$ cat config.mk
export PLATFORM = sky130hd
export DESIGN_NAME = alu_cond_sequencer
export DESIGN_NICKNAME = d
export VERILOG_FILES = /design/src/rtl/alu_seq_pkg.sv /design/src/rtl/alu_core_n.sv /design/src/rtl/alu_cond_sequencer.sv
export SDC_FILE = /design/constraint.sdc
export NUM_CORES = 1
export LEC_CHECK = 0
export BUFFER_PORTS_ARGS = -buffer_cell sky130_fd_sc_hd__buf_2
export CORE_ASPECT_RATIO = 0.5
export CORE_MARGIN = 2
export CORE_UTILIZATION = 40
export CTS_CLUSTER_DIAMETER = 30
export DETAILED_ROUTE_END_ITERATION = 8
export PLACE_DENSITY = 0.67
export REMOVE_ABC_BUFFERS = 1
export SLEW_MARGIN = 20
export SYNTH_ARGS = -nofsm -noshare
export SYNTH_HDL_FRONTEND = slang
export SYNTH_SLANG_ARGS = --single-unit
$ cat constraint.sdc
create_clock -name clk -period 2.61 [get_ports clk]
set_clock_uncertainty 0.1 [all_clocks]
set_input_delay 0.3915 -clock clk [delete_from_list [all_inputs] [get_ports clk]]
set_output_delay 0.3915 -clock clk [all_outputs]
set_load 0.03 [all_outputs]
$ cat src/rtl/alu_seq_pkg.sv
// Shared types and helpers for the conditional ALU issue sequencer.
// Holds the operation/condition/state encodings and the ARM-style condition evaluator.
package alu_seq_pkg;

    typedef enum logic [1:0] {
        OP_ADD = 2'b00,
        OP_SUB = 2'b01,
        OP_AND = 2'b10,
        OP_ORR = 2'b11
    } alu_op_e;

    typedef enum logic [3:0] {
        COND_EQ = 4'b0000,
        COND_NE = 4'b0001,
        COND_CS = 4'b0010,
        COND_CC = 4'b0011,
        COND_MI = 4'b0100,
        COND_PL = 4'b0101,
        COND_VS = 4'b0110,
        COND_VC = 4'b0111,
        COND_HI = 4'b1000,
        COND_LS = 4'b1001,
        COND_GE = 4'b1010,
        COND_LT = 4'b1011,
        COND_GT = 4'b1100,
        COND_LE = 4'b1101,
        COND_AL = 4'b1110,
        COND_NV = 4'b1111
    } cond_e;

    typedef enum logic [1:0] {
        ST_IDLE = 2'b00,
        ST_EXEC = 2'b01,
        ST_DONE = 2'b10
    } state_e;

    localparam int NZCV_N = 3;
    localparam int NZCV_Z = 2;
    localparam int NZCV_C = 1;
    localparam int NZCV_V = 0;

    // The reserved 1111 encoding behaves as "always" rather than "never".
    function automatic logic cond_pass(input cond_e cond, input logic [3:0] nzcv);
        logic n, z, c, v;
        n = nzcv[NZCV_N];
        z = nzcv[NZCV_Z];
        c = nzcv[NZCV_C];
        v = nzcv[NZCV_V];
        case (cond)
            COND_EQ: cond_pass = z;
            COND_NE: cond_pass = !z;
            COND_CS: cond_pass = c;
            COND_CC: cond_pass = !c;
            COND_MI: cond_pass = n;
            COND_PL: cond_pass = !n;
            COND_VS: cond_pass = v;
            COND_VC: cond_pass = !v;
            COND_HI: cond_pass = c && !z;
            COND_LS: cond_pass = !c || z;
            COND_GE: cond_pass = (n == v);
            COND_LT: cond_pass = (n != v);
            COND_GT: cond_pass = !z && (n == v);
            COND_LE: cond_pass = z || (n != v);
            default: cond_pass = 1'b1;
        endcase
    endfunction

endpackage

$ cat src/rtl/alu_core_n.sv
// Combinational N-bit ALU producing the result and its N/Z/C/V flags.
// Subtraction reuses the adder as a + ~b + 1 so carry means "no borrow".
module alu_core_n
    import alu_seq_pkg::*;
#(
    parameter int N = 4
) (
    input  logic [N-1:0] a,
    input  logic [N-1:0] b,
    input  alu_op_e      op,
    output logic [N-1:0] result,
    output logic         n,
    output logic         z,
    output logic         c,
    output logic         v
);

    logic [N-1:0] b_eff;
    logic [N:0]   sum;
    logic         is_sub;

    always_comb begin
        is_sub = (op == OP_SUB);
        b_eff  = is_sub ? ~b : b;
        sum    = {1'b0, a} + {1'b0, b_eff} + {{N{1'b0}}, is_sub};
        result = '0;
        c      = 1'b0;
        v      = 1'b0;
        case (op)
            OP_ADD, OP_SUB: begin
                result = sum[N-1:0];
                c      = sum[N];
                v      = (a[N-1] == b_eff[N-1]) && (sum[N-1] != a[N-1]);
            end
            OP_AND:  result = a & b;
            OP_ORR:  result = a | b;
            default: result = '0;
        endcase
        n = result[N-1];
        z = (result == '0);
    end

endmodule

$ cat src/rtl/alu_cond_sequencer.sv
// Multi-cycle issue controller: accepts one ALU op, evaluates its condition
// against the architectural NZCV register it owns, and returns a registered response.
module alu_cond_sequencer
    import alu_seq_pkg::*;
#(
    parameter int N = 4
) (
    input  logic         clk,
    input  logic         rst_n,
    input  logic         req_valid,
    output logic         req_ready,
    input  logic [1:0]   req_op,
    input  logic [N-1:0] req_a,
    input  logic [N-1:0] req_b,
    input  logic [3:0]   req_cond,
    input  logic         req_setf,
    input  logic         flush,
    output logic         res_valid,
    input  logic         res_ready,
    output logic [N-1:0] res_data,
    output logic         res_exec,
    output logic [3:0]   nzcv,
    output logic         busy
);

    state_e       state, state_next;
    alu_op_e      op_q;
    cond_e        cond_q;
    logic [N-1:0] a_q, b_q;
    logic         setf_q;

    logic [N-1:0] alu_result;
    logic         alu_n, alu_z, alu_c, alu_v;
    logic         pass;

    alu_core_n #(.N(N)) u_alu (
        .a      (a_q),
        .b      (b_q),
        .op     (op_q),
        .result (alu_result),
        .n      (alu_n),
        .z      (alu_z),
        .c      (alu_c),
        .v      (alu_v)
    );

    assign pass = cond_pass(cond_q, nzcv);

    always_ff @(posedge clk or negedge rst_n) begin
        if (!rst_n) begin
            state <= ST_IDLE;
        end else begin
            state <= state_next;
        end
    end

    // flush wins over both a new request and a pending response handshake
    always_comb begin
        state_next = state;
        case (state)
            ST_IDLE: if (!flush && req_valid) state_next = ST_EXEC;
            ST_EXEC: state_next = flush ? ST_IDLE : ST_DONE;
            ST_DONE: if (flush || res_ready) state_next = ST_IDLE;
            default: state_next = ST_IDLE;
        endcase
    end

    always_comb begin
        req_ready = (state == ST_IDLE);
        busy      = (state != ST_IDLE);
    end

    always_ff @(posedge clk or negedge rst_n) begin
        if (!rst_n) begin
            op_q      <= OP_ADD;
            cond_q    <= COND_EQ;
            a_q       <= '0;
            b_q       <= '0;
            setf_q    <= 1'b0;
            res_valid <= 1'b0;
            res_data  <= '0;
            res_exec  <= 1'b0;
            nzcv      <= 4'b0000;
        end else begin
            case (state)
                ST_IDLE: begin
                    if (!flush && req_valid) begin
                        op_q   <= alu_op_e'(req_op);
                        cond_q <= cond_e'(req_cond);
                        a_q    <= req_a;
                        b_q    <= req_b;
                        setf_q <= req_setf;
                    end
                end
                ST_EXEC: begin
                    if (!flush) begin
                        res_valid <= 1'b1;
                        res_exec  <= pass;
                        res_data  <= pass ? alu_result : '0;
                        if (pass && setf_q) begin
                            nzcv <= {alu_n, alu_z, alu_c, alu_v};
                        end
                    end
                end
                ST_DONE: begin
                    if (flush || res_ready) begin
                        res_valid <= 1'b0;
                    end
                end
                default: res_valid <= 1'b0;
            endcase
        end
    end

endmodule

==> run_summary.xml, run 1 <==
<?xml version="1.0" encoding="UTF-8"?>
<metrics>
  <group name="clock_network">
    <metric name="cts-resized-gates" unit="">0</metric>
    <metric name="clock-sinks" unit="">27</metric>
    <metric name="clk_latency" unit="ns">0.27</metric>
    <metric name="cts_buffer_depth" unit="">2</metric>
    <metric name="h-tree-depth" unit="">1</metric>
    <metric name="numCtsBuffers" unit="">3</metric>
    <metric name="cts-root-buf" unit="">clkbuf_8</metric>
    <metric name="clkSlewWorstSetupHoldPaths" unit="ns">0.10</metric>
    <metric name="post-cts-setup-buffers" unit="">0</metric>
    <metric name="tritoncts_clock_tree" unit="">built</metric>
    <metric name="postCtsHoldBufs" unit="">0</metric>
  </group>
  <group name="die">
    <metric name="std_cell_rows" unit="">15</metric>
    <metric name="die_w" unit="um">91.6</metric>
    <metric name="pin_count" unit="">32</metric>
    <metric name="die-height" unit="um">47.8</metric>
    <metric name="design.die.area" unit="mm^2">0.00438</metric>
    <metric name="floorplan.core_area" unit="mm^2">0.00355</metric>
    <metric name="initial_utilization" unit="%">43.2</metric>
  </group>
  <group name="finish">
    <metric name="mostFrequentLayoutCell" unit="">buf_2</metric>
    <metric name="antenna-diode-count" unit="">0</metric>
    <metric name="multi_input_gate_area" unit="um^2">806</metric>
    <metric name="sequential_standard_cell_area" unit="um^2">676</metric>
    <metric name="layout.nets" unit="">201</metric>
    <metric name="fillerInstances" unit="">330</metric>
    <metric name="final_layout_size_suffix_gt1_share" unit="%">33.3</metric>
    <metric name="most_frequent_cells_in_the_layout" unit="">buf_2 (31), dfrtp_1 (27), nand2_1 (14), mux2_2 (14), o21ai_0 (9)</metric>
    <metric name="syn_to_final_growth" unit="%">16.7</metric>
  </group>
  <group name="critical_path">
    <metric name="worst_setup_path_start_kind" unit="">flop</metric>
    <metric name="critical_path_required" unit="ns">2.68</metric>
    <metric name="critical_path_arrival" unit="ns">2.40</metric>
    <metric name="worst-path-max-fanout" unit="">8</metric>
    <metric name="worst-r2r-setup-slack" unit="ns">0.28</metric>
    <metric name="critical_path_end" unit="">nzcv[0]</metric>
    <metric name="cp_cell_sequence" unit="">nand2b_1, xnor2_1, ha_1, o21a_1, o22ai_1, xor2_1, nor3_1, mux2_2</metric>
    <metric name="worst-path-stages" unit="">8</metric>
    <metric name="cp-end-kind" unit="">flop</metric>
    <metric name="cp_slowest_stage_delay" unit="ns">0.50</metric>
    <metric name="critical_path.n_buffers_inverters" unit="">0</metric>
    <metric name="critical-path-slowest-cell" unit="">dfrtp_1</metric>
    <metric name="worst_r2r_endpoint" unit="">nzcv[0]</metric>
    <metric name="r2r_depth" unit="">8</metric>
    <metric name="critPathKind" unit="">reg -&gt; reg</metric>
    <metric name="worst_path_dominant_cell_family" unit="">flip-flops</metric>
    <metric name="crit_start" unit="">op_q[0]</metric>
    <metric name="r2r-start" unit="">op_q[0]</metric>
  </group>
  <group name="detailed_routing">
    <metric name="top_layer" unit="">met3</metric>
    <metric name="wl_met1" unit="mm">1.48</metric>
    <metric name="drc_errors" unit="">0</metric>
    <metric name="wl_met2" unit="mm">1.33</metric>
    <metric name="detail_route_antenna_nets" unit="">0</metric>
    <metric name="totalWireLength" unit="mm">2.95</metric>
    <metric name="via_count" unit="">1134</metric>
    <metric name="detailedRoute.firstPassIterationCount" unit="">4</metric>
    <metric name="routedWlPerCell" unit="um">13.1</metric>
    <metric name="wl_met3" unit="um">148</metric>
    <metric name="first_iter_violations" unit="">40</metric>
    <metric name="post_drt_via_cell_ratio" unit="">5.04</metric>
  </group>
  <group name="run_status">
    <metric name="status" unit="">finished, final reports clean</metric>
  </group>
  <group name="power">
    <metric name="finalPower" unit="W">0.00167</metric>
    <metric name="pwr_density_cell" unit="mW/mm^2">933</metric>
    <metric name="peakVddDrop" unit="mV">0.378</metric>
    <metric name="leakage" unit="nW">0.840</metric>
  </group>
  <group name="place">
    <metric name="globalplace.congestion" unit="">0.827</metric>
    <metric name="buffer_ports.inserted" unit="">31</metric>
    <metric name="dp_worst_setup_slack" unit="ns">0.272</metric>
    <metric name="detailedPlacementHpwl" unit="mm">2.23</metric>
  </group>
  <group name="global_routing">
    <metric name="grt_pass1_wl" unit="mm">4.89</metric>
    <metric name="grt_start_max_net_pins" unit="">28</metric>
    <metric name="overflow_after_grt" unit="">0</metric>
    <metric name="groute.usage.overall" unit="%">14.6</metric>
    <metric name="grt_pass1_vias" unit="">1063</metric>
    <metric name="antenna_found_initial" unit="">0</metric>
  </group>
  <group name="logic_synthesis">
    <metric name="synthCells" unit="">143</metric>
    <metric name="postSynth.topFlopCell" unit="">dfrtp_1</metric>
    <metric name="post_synth_num_cell_types" unit="">43</metric>
    <metric name="yosys_warnings" unit="">0</metric>
    <metric name="synth_seq_area_share" unit="%">44.0</metric>
    <metric name="syn_area" unit="mm^2">0.00153</metric>
    <metric name="syn_avg_cell_area" unit="um^2">10.7</metric>
    <metric name="synth_async_sr_flop_share" unit="%">100</metric>
    <metric name="synth_seq_cells" unit="">27</metric>
    <metric name="synth_enable_flop_cells" unit="">0</metric>
  </group>
  <group name="timing">
    <metric name="minimum_setup_slack_in_the_final_design" unit="ns">0.280</metric>
    <metric name="layout_worst_path_cycle_share" unit="%">89.3</metric>
    <metric name="hold_viol_final" unit="">0</metric>
    <metric name="tightest_pin_transition" unit="ns">0.642</metric>
    <metric name="maxSlewViolCount" unit="">0</metric>
    <metric name="setup-tns-final" unit="ns">0</metric>
    <metric name="timing.fmax" unit="MHz">429</metric>
    <metric name="finalSetupViolations" unit="">0</metric>
    <metric name="worst_hold_margin" unit="ns">0.00871</metric>
    <metric name="timing.final.crit_period" unit="ns">2.33</metric>
    <metric name="worst_case_headroom_to_the_max_slew_limit" unit="%">56.6</metric>
    <metric name="rsz0062_at_grt" unit="">false</metric>
  </group>
  <group name="hold_path">
    <metric name="min-delay-path-class" unit="">in -&gt; async</metric>
  </group>
  <group name="flow_run">
    <metric name="drv.max_cap_violation_count" unit="">0</metric>
  </group>
</metrics>
synth_stat cells, types with 2 or more instances:
cell type / instances / share of area (%)
clkbuf_1: 4 / 0.98
a21oi_1: 4 / 1.3
xnor2_1: 6 / 3.4
mux2i_1: 4 / 2.6
or2_2: 2 / 0.82
nor2_1: 6 / 1.5
o21a_1: 2 / 0.98
inv_1: 8 / 2.0
o21ai_0: 9 / 2.9
dfrtp_1: 27 / 44
xor2_1: 3 / 1.7
mux2_2: 14 / 10
nor3b_1: 3 / 1.5
maj3_1: 3 / 2.0
ha_1: 5 / 4.1
a21o_1: 2 / 0.98
o311ai_0: 2 / 1.1
nand2_1: 14 / 3.4
routing by layer:
metal  track usage, %  vias to the layer above
met1             19.1                      532
met5                0                        -
met2             25.4                       29
li1                 -                      573
met3             4.25                        0
met4             2.73                        0
where the power goes:
group	internal [W]	switching, W	total, W
combinational	0.000333	0.000435	0.000768
clock	0.000110	0.000134	0.000244
sequential	0.000531	0.000128	0.000659
per-stage QoR:
| stage | std cells | utilization [%] | cell area (um^2) |
|---|---|---|---|
| finish | 225 | 50.5 | 1790 |
| global route | 225 | 50.5 | 1790 |
| CTS | 225 | 50.5 | 1790 |
| detailed placement | 221 | 49.2 | 1750 |
| global placement | 221 | 49.2 | 1750 |
| floorplan | 137 | - | 1510 |
flip-flops by register name (all words and copies together), names as in the netlist, 2 cells and up:
signal	count
a_q	4
b_q	4
cond_q	4
nzcv	4
op_q	2
res_data	4
state	2
worst min path at each step:
stage / end / slack (ns) / start / depth (start not counted)
6_report: res_exec / 0.009 / rst_n / 1
5_1_grt: op_q[1] / 0.05 / rst_n / 1
4_1_cts: a_q[1] / 0.04 / rst_n / 1
3_5_place_dp: a_q[1] / 0.34 / rst_n / 1
3_3_place_gp: op_q[0] / 0.33 / rst_n / 1
2_1_floorplan: a_q[0] / -0.004 / rst_n / 0
final cells by class:
cell class,instances,area share (%)
clock buffer,4,2.52
inverter,8,1.68
multi-input combinational,102,45.0
sequential,27,37.7
tap,51,3.56
timing repair buffer,33,9.50
kinds of logic (layout without fill, tap and decap cells):
| logic type | after synthesis | count (layout) | synth area share [%] |
|---|---|---|---|
| fa+ha+maj | 9 | 9 | 7.34 |
| xor+xnor | 9 | 9 | 5.14 |
| mux | 18 | 18 | 12.9 |
| compound gates | 31 | 31 | 14.8 |
| simple gates | 35 | 35 | 12.1 |
| buf+inv | 14 | 45 | 3.75 |
| flops | 27 | 27 | 44.0 |
No activity file was read; power rests on OpenSTA's default activity.
==> run 2: changes to the inputs <==
--- a/config.mk
+++ b/config.mk
@@ -8,10 +8,10 @@
 export BUFFER_PORTS_ARGS = -buffer_cell sky130_fd_sc_hd__buf_2
 export CORE_ASPECT_RATIO = 0.5
 export CORE_MARGIN = 2
-export CORE_UTILIZATION = 40
+export CORE_UTILIZATION = 54
 export CTS_CLUSTER_DIAMETER = 30
 export DETAILED_ROUTE_END_ITERATION = 8
-export PLACE_DENSITY = 0.67
+export PLACE_DENSITY_LB_ADDON = 0.25
 export REMOVE_ABC_BUFFERS = 1
 export SLEW_MARGIN = 20
 export SYNTH_ARGS = -nofsm -noshare
==> run 2 against run 1 <==
  * Critical path depth stayed put
  * Die area decreased by 24%
  * Fmax shrank 1.5%
  * Worst hold slack improved by 0.0037 ns
  * Register-to-register slack worse by 0.03 ns
  * Cell count down 6.2%
  * Sequential share of layout area is 0.13 points higher
  * Critical path type unchanged
  * Highest routed layer is now met4
==> run_summary.xml, run 2 (same netlist as run 1, synthesis figures left out) <==
<?xml version="1.0" encoding="UTF-8"?>
<metrics>
  <group name="critical_path">
    <metric name="r2r-start" unit="">op_q[1]</metric>
    <metric name="crit_start" unit="">op_q[1]</metric>
    <metric name="critPathKind" unit="">reg -&gt; reg</metric>
    <metric name="critical_path_arrival" unit="ns">2.44</metric>
    <metric name="cp-end-kind" unit="">flop</metric>
    <metric name="worst-path-max-fanout" unit="">6</metric>
    <metric name="worst_setup_path_start_kind" unit="">flop</metric>
    <metric name="critical_path_required" unit="ns">2.68</metric>
  </group>
  <group name="clock_network">
    <metric name="clk_latency" unit="ns">0.28</metric>
    <metric name="post-cts-setup-buffers" unit="">0</metric>
    <metric name="postCtsHoldBufs" unit="">0</metric>
    <metric name="cts_buffer_depth" unit="">2</metric>
    <metric name="clkSlewWorstSetupHoldPaths" unit="ns">0.10</metric>
    <metric name="h-tree-depth" unit="">1</metric>
    <metric name="numCtsBuffers" unit="">3</metric>
    <metric name="clock-sinks" unit="">27</metric>
    <metric name="tritoncts_clock_tree" unit="">built</metric>
    <metric name="cts-root-buf" unit="">clkbuf_8</metric>
  </group>
  <group name="detailed_routing">
    <metric name="first_iter_violations" unit="">48</metric>
    <metric name="totalWireLength" unit="mm">2.92</metric>
    <metric name="routedWlPerCell" unit="um">13.8</metric>
    <metric name="via_count" unit="">1153</metric>
    <metric name="post_drt_via_cell_ratio" unit="">5.46</metric>
    <metric name="detailedRoute.firstPassIterationCount" unit="">4</metric>
    <metric name="drc_errors" unit="">0</metric>
    <metric name="detail_route_antenna_nets" unit="">0</metric>
  </group>
  <group name="run_status">
    <metric name="status" unit="">finished, final reports clean</metric>
  </group>
  <group name="die">
    <metric name="pin_count" unit="">32</metric>
    <metric name="initial_utilization" unit="%">57.9</metric>
    <metric name="die-height" unit="um">41.7</metric>
    <metric name="die_w" unit="um">79.4</metric>
    <metric name="std_cell_rows" unit="">13</metric>
    <metric name="floorplan.core_area" unit="mm^2">0.00265</metric>
    <metric name="design.die.area" unit="mm^2">0.00331</metric>
  </group>
  <group name="place">
    <metric name="buffer_ports.inserted" unit="">31</metric>
    <metric name="detailedPlacementHpwl" unit="mm">2.22</metric>
    <metric name="globalplace.congestion" unit="">0.811</metric>
  </group>
  <group name="flow_run">
    <metric name="drv.max_cap_violation_count" unit="">0</metric>
  </group>
  <group name="power">
    <metric name="finalPower" unit="W">0.00168</metric>
    <metric name="leakage" unit="nW">0.846</metric>
    <metric name="pwr_density_cell" unit="mW/mm^2">943</metric>
    <metric name="peakVddDrop" unit="mV">0.696</metric>
  </group>
  <group name="timing">
    <metric name="timing.fmax" unit="MHz">423</metric>
    <metric name="timing.final.crit_period" unit="ns">2.36</metric>
    <metric name="worst_case_headroom_to_the_max_slew_limit" unit="%">54.5</metric>
    <metric name="hold_viol_final" unit="">0</metric>
    <metric name="finalSetupViolations" unit="">0</metric>
    <metric name="maxSlewViolCount" unit="">0</metric>
    <metric name="layout_worst_path_cycle_share" unit="%">90.6</metric>
    <metric name="setup-tns-final" unit="ns">0</metric>
    <metric name="rsz0062_at_grt" unit="">false</metric>
    <metric name="tightest_pin_transition" unit="ns">0.674</metric>
  </group>
  <group name="finish">
    <metric name="mostFrequentLayoutCell" unit="">buf_2</metric>
    <metric name="antenna-diode-count" unit="">0</metric>
    <metric name="syn_to_final_growth" unit="%">16.3</metric>
    <metric name="most_frequent_cells_in_the_layout" unit="">buf_2 (31), dfrtp_1 (27), nand2_1 (14), mux2_2 (14), o21ai_0 (9)</metric>
    <metric name="final_layout_size_suffix_gt1_share" unit="%">34.5</metric>
    <metric name="layout.nets" unit="">201</metric>
  </group>
  <group name="global_routing">
    <metric name="grt_pass1_wl" unit="mm">5.03</metric>
    <metric name="antenna_found_initial" unit="">0</metric>
    <metric name="overflow_after_grt" unit="">0</metric>
    <metric name="grt_pass1_vias" unit="">1085</metric>
    <metric name="groute.usage.overall" unit="%">19.9</metric>
    <metric name="grt_start_max_net_pins" unit="">28</metric>
  </group>
  <group name="hold_path">
    <metric name="min-delay-path-class" unit="">in -&gt; async</metric>
  </group>
</metrics>
run 2: layer usage:
metal / vias up / track usage (%) / part of all wire, %
met5: - / 0 / 0
met1: 546 / 28.1 / 47
met2: 36 / 30.2 / 46
met3: 2 / 6.30 / 6.3
li1: 569 / - / -
met4: 0 / 4.83 / 0.34
run 2: through the flow:
stage	instance area, um^2	utilization [%]	hold slack [ns]	cells	setup WS, ns
global route	1780	67.3	0.0566	211	0.0942
global placement	1730	65.2	0.325	207	0.319
detailed placement	1730	65.2	0.332	207	0.187
CTS	1780	67.0	0.0281	211	0.167
finish	1780	67.3	0.0125	211	0.246
floorplan	1510	-	-0.00409	137	-0.130
run 2: worst max-delay path: stages, from the launching register on:
cell	delay [ns]
dfrtp_1	0.45
nand2b_1	0.27
xnor2_2	0.20
ha_1	0.20
a211o_1	0.26
o22ai_1	0.27
xor2_1	0.17
nor3_1	0.06
mux2_2	0.26
run 2: where the power goes:
group / switching, W / leakage (nW) / internal (W)
combinational: 0.000437 / 0.491 / 0.000334
clock: 0.000138 / 0.0217 / 0.000109
sequential: 0.000133 / 0.333 / 0.000531
run 2: cell type report:
class,count,area (um^2)
clock buffer,3,41.3
clock inverter,1,7.51
fill,228,867
inverter,8,30.0
multi-input combinational,102,813
sequential,27,676
tap,37,46.3
timing repair buffer,33,170
run 2: worst paths after layout:
path                                     to  slack (ns)  cells past startpoint
worst max-delay path                nzcv[0]        0.25                      8
worst min-delay path                nzcv[1]        0.01                      1
worst max register to register      nzcv[0]        0.25                      8
worst min register to register  res_data[1]        0.38                      2
max in group asynchronous       res_data[0]        2.00                      1
min in group clk                  cond_q[0]        0.21                      3
run 2: repair_timing:
| action | CTS | global route |
|---|---|---|
| resized for setup | 0 | 1 |
| endpoints found under the hold margin | 0 | 0 |
| setup endpoints to repair | 0 | 1 |
==> run 3: changes to the inputs <==
--- a/config.mk
+++ b/config.mk
@@ -5,9 +5,11 @@
 export SDC_FILE = /design/constraint.sdc
 export NUM_CORES = 1
 export LEC_CHECK = 0
+export ABC_AREA = 1
 export BUFFER_PORTS_ARGS = -buffer_cell sky130_fd_sc_hd__buf_2
+export CAP_MARGIN = 15
 export CORE_ASPECT_RATIO = 0.5
-export CORE_MARGIN = 2
+export CORE_MARGIN = 5
 export CORE_UTILIZATION = 54
 export CTS_CLUSTER_DIAMETER = 30
 export DETAILED_ROUTE_END_ITERATION = 8
==> run 3 against run 2 <==
  * Sequential power fell by 6.5%
  * Area after synthesis rose by 5.4%
  * Global-route usage shrank 3.2 points
  * Routed wire length rose by 11%
  * Power is 2.6% lower
  * Largest cell class unchanged
==> run_summary.xml, run 3 <==
<?xml version="1.0" encoding="UTF-8"?>
<metrics>
  <group name="logic_synthesis">
    <metric name="post_synth_fa_ha_maj_area_fraction" unit="%">5.11</metric>
    <metric name="synth_top_area_share" unit="%">41.8</metric>
    <metric name="synth_seq_area_share" unit="%">41.8</metric>
    <metric name="syn_area" unit="mm^2">0.00162</metric>
    <metric name="synth_top_family_by_area" unit="">simple AND/OR/NAND/NOR gates</metric>
    <metric name="synthCells" unit="">211</metric>
    <metric name="synth_top_cells_by_area" unit="">dfrtp_1 (42%), nand2_1 (15%), o21ai_0 (5.9%), inv_1 (5.6%), nand3_1 (5.0%)</metric>
    <metric name="synth_seq_cells" unit="">27</metric>
    <metric name="yosys_warnings" unit="">0</metric>
    <metric name="yosys-mux-area-fraction" unit="%">0</metric>
    <metric name="top_post_synthesis_cells_by_count" unit="">nand2_1 (65), dfrtp_1 (27), inv_1 (24)</metric>
    <metric name="syn_avg_cell_area" unit="um^2">7.66</metric>
    <metric name="yosys.area_share.simple" unit="%">31.2</metric>
    <metric name="yosys.cell_count.top_type" unit="">nand2_1</metric>
    <metric name="synth_compound_gate_area_share" unit="%">11.5</metric>
    <metric name="synth_async_sr_flop_share" unit="%">100</metric>
    <metric name="synth-xor-area-share" unit="%">1.63</metric>
    <metric name="postSynth.topFlopCell" unit="">dfrtp_1</metric>
    <metric name="synth_enable_flop_cells" unit="">0</metric>
    <metric name="yosys.area.top_type" unit="">dfrtp_1</metric>
    <metric name="post_synth_num_cell_types" unit="">29</metric>
  </group>
  <group name="finish">
    <metric name="most_frequent_cells_in_the_layout" unit="">nand2_1 (65), buf_2 (31), dfrtp_1 (27)</metric>
    <metric name="antenna-diode-count" unit="">0</metric>
    <metric name="finish.utilization" unit="%">62.6</metric>
    <metric name="mostFrequentLayoutCell" unit="">nand2_1</metric>
    <metric name="syn_to_final_growth" unit="%">14.0</metric>
    <metric name="layout.nets" unit="">269</metric>
    <metric name="final_layout_size_suffix_gt1_share" unit="%">22.7</metric>
  </group>
  <group name="global_routing">
    <metric name="global_route.usage.met2" unit="%">27.6</metric>
    <metric name="gr-usage-met3" unit="%">4.58</metric>
    <metric name="grt_pass1_wl" unit="mm">5.75</metric>
    <metric name="antenna_found_initial" unit="">0</metric>
    <metric name="grt_start_max_net_pins" unit="">32</metric>
    <metric name="busiest_layer" unit="">met2</metric>
    <metric name="grt_pass1_vias" unit="">1301</metric>
    <metric name="overflow_after_grt" unit="">0</metric>
    <metric name="groute.layer.met1.usage" unit="%">21.6</metric>
    <metric name="groute.usage.overall" unit="%">16.7</metric>
  </group>
  <group name="timing">
    <metric name="setup-tns-final" unit="ns">0</metric>
    <metric name="timing.fmax" unit="MHz">469</metric>
    <metric name="rsz0062_at_grt" unit="">false</metric>
    <metric name="worst_case_headroom_to_the_max_slew_limit" unit="%">45.7</metric>
    <metric name="minimum_setup_slack_in_the_final_design" unit="ns">0.476</metric>
    <metric name="tightest_pin_transition" unit="ns">0.813</metric>
    <metric name="layout_worst_path_cycle_share" unit="%">81.8</metric>
    <metric name="hold_viol_final" unit="">0</metric>
    <metric name="maxSlewViolCount" unit="">0</metric>
    <metric name="finalSetupViolations" unit="">0</metric>
    <metric name="timing.final.crit_period" unit="ns">2.13</metric>
  </group>
  <group name="critical_path">
    <metric name="cp-end-kind" unit="">flop</metric>
    <metric name="critical_path_required" unit="ns">2.74</metric>
    <metric name="critPathKind" unit="">reg -&gt; reg</metric>
    <metric name="worst_r2r_endpoint" unit="">nzcv[2]</metric>
    <metric name="worst-r2r-setup-slack" unit="ns">0.48</metric>
    <metric name="r2r-start" unit="">op_q[1]</metric>
    <metric name="worst_setup_path_start_kind" unit="">flop</metric>
    <metric name="r2r_depth" unit="">12</metric>
    <metric name="critical_path_arrival" unit="ns">2.26</metric>
    <metric name="worst-path-max-fanout" unit="">8</metric>
  </group>
  <group name="power">
    <metric name="pwr_density_cell" unit="mW/mm^2">889</metric>
    <metric name="peakVddDrop" unit="mV">0.412</metric>
    <metric name="leakage" unit="nW">0.983</metric>
  </group>
  <group name="die">
    <metric name="die-height" unit="um">48.7</metric>
    <metric name="std_cell_rows" unit="">14</metric>
    <metric name="pin_count" unit="">32</metric>
    <metric name="design.die.area" unit="mm^2">0.00425</metric>
    <metric name="initial_utilization" unit="%">54.9</metric>
    <metric name="floorplan.core_area" unit="mm^2">0.00294</metric>
    <metric name="die_w" unit="um">87.4</metric>
  </group>
  <group name="detailed_routing">
    <metric name="routedWlPerCell" unit="um">11.5</metric>
    <metric name="totalWireLength" unit="mm">3.23</metric>
    <metric name="first_iter_violations" unit="">43</metric>
    <metric name="via_count" unit="">1388</metric>
    <metric name="detailedRoute.firstPassIterationCount" unit="">4</metric>
    <metric name="drc_errors" unit="">0</metric>
    <metric name="detail_route_antenna_nets" unit="">0</metric>
    <metric name="post_drt_via_cell_ratio" unit="">4.92</metric>
  </group>
  <group name="clock_network">
    <metric name="numCtsBuffers" unit="">3</metric>
    <metric name="cts-resized-gates" unit="">0</metric>
    <metric name="h-tree-depth" unit="">1</metric>
    <metric name="clk_latency" unit="ns">0.28</metric>
    <metric name="post-cts-setup-buffers" unit="">0</metric>
    <metric name="clkSlewWorstSetupHoldPaths" unit="ns">0.10</metric>
    <metric name="cts-root-buf" unit="">clkbuf_8</metric>
    <metric name="postCtsHoldBufs" unit="">0</metric>
    <metric name="cts_buffer_depth" unit="">2</metric>
    <metric name="clock-sinks" unit="">27</metric>
    <metric name="tritoncts_clock_tree" unit="">built</metric>
  </group>
  <group name="place">
    <metric name="globalplace.congestion" unit="">0.876</metric>
    <metric name="dp_worst_setup_slack" unit="ns">0.500</metric>
    <metric name="detailedPlacementHpwl" unit="mm">2.48</metric>
    <metric name="buffer_ports.inserted" unit="">31</metric>
  </group>
  <group name="run_status">
    <metric name="status" unit="">finished, final reports clean</metric>
  </group>
  <group name="hold_path">
    <metric name="min-delay-path-class" unit="">in -&gt; async</metric>
  </group>
  <group name="flow_run">
    <metric name="drv.max_cap_violation_count" unit="">0</metric>
  </group>
</metrics>
## run 3: through the flow
stage                     area (um^2)  cells  hold slack (ns)  total power (W)
after detailed placement         1800    278            0.339          0.00140
after CTS                        1840    282           0.0341          0.00165
final                            1840    282           0.0169          0.00164
after floorplan                  1590    207         -0.00409          0.00121
after global placement           1800    278            0.325          0.00140
after global routing             1840    282           0.0770          0.00178
## run 3: cells by family after synthesis
group | Yosys count
compound gates | 33
buf+inv | 34
flops | 27
fa+ha+maj | 6
xor+xnor | 3
simple gates | 108
## run 3: report_power, final
group | internal (W) | switching, W
Combinational | 0.000264 | 0.000513
Clock | 0.000107 | 0.000133
Sequential | 0.000524 | 0.0000979
Total | 0.000895 | 0.000744
## run 3: worst max-delay path, cell delays in order, from the launching register on
cell,delay [ns]
dfrtp_1,0.51
inv_4,0.09
nand2_4,0.10
nand2_2,0.06
and2_1,0.15
fa_1,0.38
nor2_1,0.12
nor3_1,0.06
a21oi_1,0.22
nand3_1,0.11
nor2_1,0.09
nand2_1,0.06
nand2_1,0.06
## run 3: cell type report
type | count | area (um^2)
multi-input cells | 150 | 798
inverters | 30 | 118
repair buffers | 31 | 155
flip-flops and latches | 27 | 676
clock inverters | 1 | 5.00
well taps | 40 | 50.0
fillers | 268 | 1100
clock buffers | 3 | 41.3
## run 3: worst max-delay path by stage
stage	start	end	slack [ns]	cells after the start
after global routing	op_q[1]	nzcv[2]	0.28	13
after CTS	op_q[1]	nzcv[2]	0.48	11
final	op_q[1]	nzcv[2]	0.48	12
after detailed placement	op_q[1]	nzcv[2]	0.50	11
after floorplan	op_q[1]	nzcv[2]	0.64	11
after global placement	op_q[1]	nzcv[2]	0.54	12
## run 3: routing by layer
| metal | up-vias | share of wire [%] | routed length (um) |
|---|---|---|---|
| li1 | 733 | - | - |
| met1 | 625 | 49 | 1570 |
| met2 | 26 | 47 | 1510 |
| met3 | 4 | 3.9 | 125 |
| met4 | 0 | 0.68 | 22 |
| met5 | - | 0 | 0 |
